## src/rtl/button_cmd_arbiter.sv

```systemverilog
// Purpose : debounce raw buttons into pending requests and issue them one at a time by round-robin.
// Latency : raw edge -> debounced after DEBOUNCE_CYCLES+2 edges, pending +1, cmd_valid +1 more.
// Backpres: cmd_valid/cmd_id hold until cmd_ready. Meanwhile, further presses stay queued in pending, or set overrun.
//
// Ports:
//   clk        single clock, all state on the rising edge
//   reset_     asynchronous, active-high reset
//   button     raw asynchronous buttons, 1 = pressed
//   cmd_valid  command offered to the state machine
//   cmd_id     index of the granted button, meaningful while cmd_valid
//   cmd_ready  state machine accepts the command this cycle
//   pending    per-button request waiting (LED drive)
//   overrun    sticky per-button flag: a press was lost because a request was already pending
module button_cmd_arbiter #(
  parameter int N_BTN           = 6,
  parameter int DEBOUNCE_CYCLES = 16,
  parameter int ID_W            = 3
) (
  input  logic             clk,
  input  logic             reset_,
  input  logic [N_BTN-1:0] button,
  output logic             cmd_valid,
  output logic [ID_W-1:0]  cmd_id,
  input  logic             cmd_ready,
  output logic [N_BTN-1:0] pending,
  output logic [N_BTN-1:0] overrun
);

  localparam int CNT_W = (DEBOUNCE_CYCLES > 2) ? $clog2(DEBOUNCE_CYCLES) : 1;
  // The counter never stores DEBOUNCE_CYCLES. The flip happens on the edge where it would reach it.
  localparam logic [CNT_W-1:0] CNT_LAST = CNT_W'(DEBOUNCE_CYCLES - 1);

  typedef enum logic {IDLE, OFFER} state_t;

  state_t           state, state_nxt;
  logic [N_BTN-1:0] sync1, sync2;
  logic [N_BTN-1:0] deb, deb_q;
  logic [CNT_W-1:0] cnt [N_BTN];
  logic [N_BTN-1:0] press;
  logic [N_BTN-1:0] grant_clr;
  logic             handshake;
  logic [ID_W-1:0]  last_grant;
  logic             sel_found;
  logic [ID_W-1:0]  sel_id;
  logic [ID_W-1:0]  idx_v;

  // Two-flop synchroniser. Only sync2 is seen by the rest of the logic.
  always_ff @(posedge clk or posedge reset_) begin
    if (reset_) begin
      sync1 <= '0;
      sync2 <= '0;
    end else begin
      sync1 <= button;
      sync2 <= sync1;
    end
  end

  // Per-button debounce. Any cycle that matches the debounced level restarts the count.
  always_ff @(posedge clk or posedge reset_) begin
    if (reset_) begin
      deb <= '0;
      for (int i = 0; i < N_BTN; i++) cnt[i] <= '0;
    end else begin
      for (int i = 0; i < N_BTN; i++) begin
        if (sync2[i] != deb[i]) begin
          if (cnt[i] == CNT_LAST) begin
            deb[i] <= ~deb[i];
            cnt[i] <= '0;
          end else begin
            cnt[i] <= cnt[i] + CNT_W'(1);
          end
        end else begin
          cnt[i] <= '0;
        end
      end
    end
  end

  // Registered rising-edge detect on the debounced level. Release produces no event.
  always_ff @(posedge clk or posedge reset_) begin
    if (reset_) deb_q <= '0;
    else        deb_q <= deb;
  end

  assign press     = deb & ~deb_q;
  assign handshake = cmd_valid & cmd_ready;

  always_comb begin
    grant_clr = '0;
    for (int i = 0; i < N_BTN; i++) begin
      grant_clr[i] = handshake && (cmd_id == ID_W'(i));
    end
  end

  // A press that coincides with the handshake of the same button re-arms its request without flagging overrun.
  always_ff @(posedge clk or posedge reset_) begin
    if (reset_) begin
      pending <= '0;
      overrun <= '0;
    end else begin
      pending <= (pending & ~grant_clr) | press;
      overrun <= overrun | (press & pending & ~grant_clr);
    end
  end

  // Round-robin search: the first pending bit, starting just above last_grant and wrapping.
  always_comb begin
    sel_found = 1'b0;
    sel_id    = '0;
    idx_v     = '0;
    for (int k = 1; k <= N_BTN; k++) begin
      idx_v = ID_W'((int'(last_grant) + k) % N_BTN);
      if (!sel_found && pending[idx_v]) begin
        sel_found = 1'b1;
        sel_id    = idx_v;
      end
    end
  end

  // FSM state register.
  always_ff @(posedge clk or posedge reset_) begin
    if (reset_) state <= IDLE;
    else        state <= state_nxt;
  end

  // FSM next-state logic.
  always_comb begin
    state_nxt = state;
    case (state)
      IDLE:    if (sel_found) state_nxt = OFFER;
      OFFER:   if (handshake) state_nxt = IDLE;
      default: state_nxt = IDLE;
    endcase
  end

  // FSM outputs.
  always_comb begin
    cmd_valid = (state == OFFER);
  end

  // cmd_id is captured once on entry to OFFER and stays frozen there. Presses during the offer cannot disturb it.
  always_ff @(posedge clk or posedge reset_) begin
    if (reset_) begin
      cmd_id     <= '0;
      last_grant <= ID_W'(N_BTN - 1);
    end else begin
      if (state == IDLE && sel_found) cmd_id <= sel_id;
      if (handshake)                  last_grant <= cmd_id;
    end
  end

endmodule

```

## config.mk

```make
export PLATFORM = sky130hd
export DESIGN_NAME = button_cmd_arbiter
export DESIGN_NICKNAME = d
export VERILOG_FILES = /design/src/rtl/button_cmd_arbiter.sv
export SDC_FILE = /design/constraint.sdc
export NUM_CORES = 1
export LEC_CHECK = 0
export ABC_AREA = 1
export CAP_MARGIN = 25
export CORE_ASPECT_RATIO = 0.5
export CORE_MARGIN = 2
export CORE_UTILIZATION = 58
export DETAILED_ROUTE_END_ITERATION = 8
export PLACE_DENSITY = 0.78
export SLEW_MARGIN = 20
export SYNTH_ARGS = -nofsm -noshare
export SYNTH_HDL_FRONTEND = slang
export SYNTH_SLANG_ARGS = --single-unit
```

## constraint.sdc

```tcl
create_clock -name clk -period 3.3 [get_ports clk]
set_input_delay 0.33 -clock clk [delete_from_list [all_inputs] [get_ports clk]]
set_output_delay 0.33 -clock clk [all_outputs]
set_load 0.01 [all_outputs]
```

==> Yosys cells after proc, flatten, opt, wreduce, memory -nomap -nowiden <==
Index checks and enable logic that the tools add are counted.
{ "word_totals": {"inputBits": 9, "mem_count": 0, "ram_bits": 0, "romBits": 0, "latch_bits": 0, "output_inout_bits": 16, "reg_bits": 67, "elab_cells": 140} }
{ "classes": {"bitwise": 16, "mul": 0, "n_addsub": 12, "shift": 0, "reduce_logical": 24, "muxes": 39, "eq_ne": 17, "n_lt_le_gt_ge": 6, "div": 6} }
{ "op_table": {"columns": ["operator", "count"], "rows": [
  ["32-bit by 4-bit modulo with 32-bit output (second input constant)", 6],
  ["4-bit 2-to-1 mux", 12],
  ["4-bit by 1-bit adder with 4-bit output (second input constant)", 6],
  ["6-bit bitwise AND", 4],
  ["4-bit == test (second input constant)", 6],
  ["3-bit by 4-bit less-than comparator with 1-bit output (second input constant)", 6],
  ["1-bit binary-select mux with 3-bit select", 6],
  ["3-bit 2-to-1 mux", 6],
  ["1-bit 2-to-1 mux", 14],
  ["3-bit by 3-bit adder with 4-bit output (second input constant)", 3],
  ["1-bit logical AND", 12],
  ["6-bit inverter", 2],
  ["6-bit OR", 2],
  ["2-bit AND reduction", 6],
  ["3-bit by 2-bit adder with 4-bit output (second input constant)", 2],
  ["1-bit inverter", 7],
  ["3-bit by 2-bit == test with 1-bit output (second input constant)", 2],
  ["3-bit == test (second input constant)", 2],
  ["1-bit inequality test", 6],
  ["1-bit zero test", 5],
  ["3-bit by 1-bit adder with 4-bit output (second input constant)", 1],
  ["3-bit by 1-bit == test with 1-bit output (second input constant)", 1],
  ["3-bit zero test", 1],
  ["1-bit one-hot mux with 2 select lines", 1],
  ["1-bit bitwise AND", 1]
]} }

==> Logic depth before layout (Yosys ltp) <==
Gate-level depths: netlist of run 1.
{ "logic_depth": {"depth_word": 22, "depth_mapped": 26, "ltp_nobuf": 24} }

==> Worst setup path after synthesis of run 1 <==
Ideal clock, no wire load.
{ "synth_timing": {"path_type": "register -> register", "startpoint": "register last_grant[0]", "endpoint": "register cmd_id[1]", "required_time_ns": 3.184, "t_arrival_ns": 2.595, "stages_incl_launch_ff": 23, "path_buffers": 2, "slack_ns": 0.589, "period_less_slack_ns": 2.711, "setup_time_ns": 0.116, "cell_sequence": "dfstp_2 buf_6 buf_6 inv_1 ha_1 inv_1 nand2_2 nand2_2 ha_1 nor2_1 nand3_1 nand2_2 nand3_2 nand2_2 nand2_1 nand3_2 nand2_4 nor2_8 nand4_2 nand2_2 nor2_1 nand2_1 nand2_1"} }
{ "synth_between": {"elab_chain_cells": 21, "elab_cells_between_ends": 47, "classes_between": "add/sub (6); div (6); mux (24); reduce/logical (11)"} }
{ "synth_rtl": {"columns": ["item", "line_no", "source"], "rows": [
  ["start, declared", "42", "logic [ID_W-1:0] last_grant;"],
  ["start signal, assigned", "145", "last_grant <= ID_W'(N_BTN - 1);"],
  ["start signal, assigned", "148", "if (handshake) last_grant <= cmd_id;"],
  ["3-bit by 1-bit adder with 4-bit output", "112", "idx_v = ID_W'((int'(last_grant) + k) % N_BTN);"],
  ["32-bit by 4-bit modulo with 32-bit output", "112", null],
  ["1-bit binary-select mux with 3-bit select", "113", "if (!sel_found && pending[idx_v]) begin"],
  ["1-bit 2-to-1 mux (implied by the code)", "113", null],
  ["1-bit 2-to-1 mux", "113", null],
  ["1-bit zero test", "113", null],
  ["1-bit logical AND", "113", null],
  ["1-bit 2-to-1 mux", "113", null],
  ["(+5 left out)", null, null],
  ["1-bit 2-to-1 mux", "113", null],
  ["1-bit zero test", "113", null],
  ["1-bit logical AND", "113", null],
  ["1-bit 2-to-1 mux", "113", null],
  ["1-bit zero test", "113", null],
  ["1-bit logical AND", "113", null],
  ["1-bit 2-to-1 mux", "113", null],
  ["1-bit logical AND", "147", "if (state == IDLE && sel_found) cmd_id <= sel_id;"],
  ["end signal, assigned", "147", null],
  ["end, declared", "23", "output logic [ID_W-1:0] cmd_id,"]
]} }
Parallel ways exist; a longest one is shown, timed or not. The select of a mux whose other input is x is not followed.
A chain may end at the register's enable or synchronous reset.

==> Worst setup path after layout of run 1 <==
{ "layout_timing": {"startpoint": "register last_grant[2]", "endpoint": "register cmd_id[0]"} }
The elaborated chain is that of the path after synthesis.

==> key figures, run 1 <==
Run status
  • Run status: finished, final reports clean

Floorplan
  • Initial standard-cell utilization of the core: 0.616
  • Site row count: 19
  • Overall die area: 6660 µm²
  • Number of primary I/O pins: 25
  • Height of the die: just under 60 µm
  • Die X-Extent: 113 µm
  • Core Footprint: about 5600 µm²

STA
  • Setup tns final: 0 ns
  • Number of failing setup endpoints in the final timing report: 0
  • Maximum frequency from static timing analysis: approximately 340 MHz
  • Share of the clock period used by the worst path after layout: 0.896
  • Final max-slew violation count: 0
  • Final period demand of the worst path: roughly 3 ns
  • Tightest slew margin relative to the limit: 0.647
  • Transition time at the pin with the least slew margin: 0.524 ns
  • Worst-case clock skew: around 0.0043 ns
  • Final number of hold-violating endpoints: 0
  • Setup repair after global routing missed its margin: no

Setup path
  • Crit path required time: 3.51 ns
  • Capturing element type of the critical path: flop
  • Delay of the slowest cell on the worst path: 0.62 ns
  • Category of the most critical setup path: reg2reg
  • Critical Path Start Type: flop
  • Buffers plus inverters on the worst setup path: 4
  • Crit path DAT: between 3 and 4 ns
  • Top cell family by delay on the critical path: simple AND/OR/NAND/NOR gates
  • CP most frequent cell: sky130_fd_sc_hd__nand2_1
  • Maximum net fanout on the critical path: 9
  • List of cells traversed by the critical path: inv_2 > ha_1 > a21oi_2 > inv_1 > ha_1 > inv_1 > nand2_1 > o21ai_2 > nand2_1 > nand2_1 > nand2_1 > inv_2 > nand2_1 > nand3_2 > nand4_4 > nand3_1 > nand2_1 > nand2_1 > nand2_1
  • Critical-path top delay cell: sky130_fd_sc_hd__dfstp_2

Global routing
  • Overall fraction of global-route tracks in use: 0.229
  • Pin count of the biggest net entering global routing: 34
  • Initial antenna violation count: 0
  • Total gr overflow: 0
  • Vias in the first global route: 2648
  • Wire length of the first global-routing pass: around 12 mm

Job
  • Number of max-cap violations: 0

Clocking
  • Hold bufs inserted after CTS: 0
  • Total CTS buffers: 9
  • Clock tree root buffer cell: sky130_fd_sc_hd__clkbuf_16
  • Clock network latency to the later pin of the worst-skew pair: 0.33 ns
  • CTS HTree Levels: 3
  • Total setup buffers inserted after CTS: 0
  • Maximum number of buffers from clock root to sink: 2
  • Clock-pin slew of the registers on the worst-case setup and hold paths: 0.05 ns
  • Clock sinks: 67
  • CTS tree: yes

Detailed routing
  • Routed via count: 2648
  • Post-route antenna net violation count: 0
  • Drt via density: 5.24
  • Routed WL: 6.81 mm
  • Violation count after the first detailed-route iteration: 156
  • Wire length per cell after detailed routing: 13.5 µm
  • Drt drc: 0
  • Pre-Repair DR Iteration Count: 4

Synth
  • Ys Warns: 0
  • Post-synthesis area per instance: 8.84 µm²
  • Post-synthesis cell count: 393
  • #FFs+latches synth: 67
  • Post-Syn Nets: 418
  • Count of unique library cells instantiated by Yosys: 38
  • Part of the Yosys area used for sequential elements: 0.483
  • Netlist area before placement: 3470 µm²

Final layout
  • Synth-to-layout area growth: 18.2%
  • Storage cell area: 1680 µm²
  • Proportion of layout cells with a drive suffix above 1: 0.141
  • Leading cell types in the layout, fill and taps excluded: sky130_fd_sc_hd__nand2_1, sky130_fd_sc_hd__dfrtp_1, sky130_fd_sc_hd__inv_1
  • Count of nets after finishing: 453
  • Fill count: 417
  • Area of the multi-input gates: 1550 µm²
  • Most frequent standard cell in the layout excluding fill and tap cells: sky130_fd_sc_hd__nand2_1
  • Antenna diode count: 0

Place
  • Final Wtd Congestion: 0.946
  • Port Buf Inserts: 24
  • HPWL after detailed placement: 4.77 mm

Pwr
  • Overall power of the completed layout: 4520 µW
  • Power Internal: 2460 µW
  • Power share of the sequential group: 0.233
  • Leakage power total: between 0.002 and 0.0025 µW
  • Net switching share of the total power: 0.456
  • Maximum vdd drop: between 400 and 500 µV
  • Switch Pwr: 2060 µW
  • Combinational share of power: 0.555
  • Areal power density over the cells: ~1100 nW/µm²
  • Proportion of power drawn by the clock network: 0.211

Min path
  • Hold crit path type: in2async
==> final cells by class <==
class | instances | share of cell area
clock buffers | 12 | 0.0625
clock inverters | 3 | 0.0113
inverters | 58 | 0.0530
multi-input cells | 265 | 0.378
flip-flops and latches | 67 | 0.409
well taps | 73 | 0.0223
repair buffers | 27 | 0.0640
==> synthesized netlist by cell type, drive strengths merged <==
cell type / instances / area [µm²]
dfrtp: 65 / 1630
nor3: 3 / 15.0
buf: 3 / 30.0
nand2: 103 / 432
xnor2: 11 / 96.3
o21bai: 4 / 30.0
a31oi: 2 / 27.5
o21a: 1 / 7.51
nand3: 36 / 223
a21oi: 9 / 56.3
nand4: 5 / 58.8
nand3b: 2 / 15.0
dfstp: 2 / 52.6
inv: 57 / 214
xor2: 6 / 52.6
ha: 16 / 200
nor2: 42 / 176
mux2: 2 / 22.5
o211ai: 2 / 15.0
or2: 2 / 12.5
clkinv: 1 / 3.75
o31ai: 2 / 15.0
nor3b: 1 / 7.51
o21ai: 16 / 83.8
==> cells by family (layout without fill, tap and decap cells) <==
group / count (synthesis) / in the layout / share of synthesized area
XOR/XNOR: 17 / 17 / 0.0429
flip-flops: 67 / 67 / 0.483
AND/OR/NAND/NOR: 194 / 194 / 0.271
multiplexers: 2 / 2 / 0.00648
buffers and inverters: 61 / 100 / 0.0713
adder cells (fa/ha/maj): 16 / 16 / 0.0576
AO/OA/AOI/OAI: 36 / 36 / 0.0677
==> flip-flops by register name, indices dropped and copies added (netlist names) <==
register and cells:
cmd_id 3, cmd_valid 1, cnt 24, deb 6, deb_q 6, last_grant 3, overrun 6, pending 6
sync1 6, sync2 6
==> per-stage QoR <==
stage          std cells  setup WS (ns)  instance area (µm²)   util  hold slack [ns]
2_1_floorplan        393          0.589                 3470      -            0.331
5_1_grt              505        0.00596                 4100  0.728            0.300
3_5_place_dp         490          0.350                 3800  0.674            0.336
4_1_cts              505          0.327                 4100  0.728            0.276
3_3_place_gp         490          0.414                 3800  0.674            0.332
6_report             505          0.344                 4100  0.728            0.272
==> routing by layer <==
metal | vias up | global-route usage | wire, µm
li1 | 1318 | - | -
met1 | 1278 | 0.287 | 3120
met2 | 43 | 0.395 | 3330
met3 | 9 | 0.0639 | 265
met4 | 0 | 0.0767 | 91
met5 | - | 0 | 0
==> power by group through the flow <==
stage	sequential [µW]	clock, µW	combinational (µW)
after CTS	1050	969	2510
final	1060	956	2510
after detailed placement	1070	0	2490
after floorplan	1060	0	2020
after global routing	1080	1010	2860
after global placement	1060	0	2420
==> repair_timing <==
| action | 4_1_cts | 5_1_grt |
|---|---|---|
| gates resized for setup | 0 | 1 |
| endpoints found under the hold margin | 0 | 0 |
| setup endpoints to repair | 0 | 1 |
==> path summary, 6_finish.rpt <==
path | startpoint | endpoint | slack [ns] | cells after the start
max in group asynchronous | reset_ | last_grant[2] | 2.27 | 3
worst min register to register | sync1[1] | sync2[1] | 0.35 | 0
min in group clk | sync1[1] | sync2[1] | 0.35 | 0
worst max-delay path | last_grant[2] | cmd_id[0] | 0.34 | 19
worst min-delay path | reset_ | cnt[4] | 0.27 | 2
worst max register to register | last_grant[2] | cmd_id[0] | 0.34 | 19
Note: power is estimated with default switching activity, not from simulation.
==> inputs of run 2 (changes only) <==
SLEW_MARGIN = not set   (was 20)
==> results of run 2 <==
Final layout, timing and power as in run 1 (identical DEF).
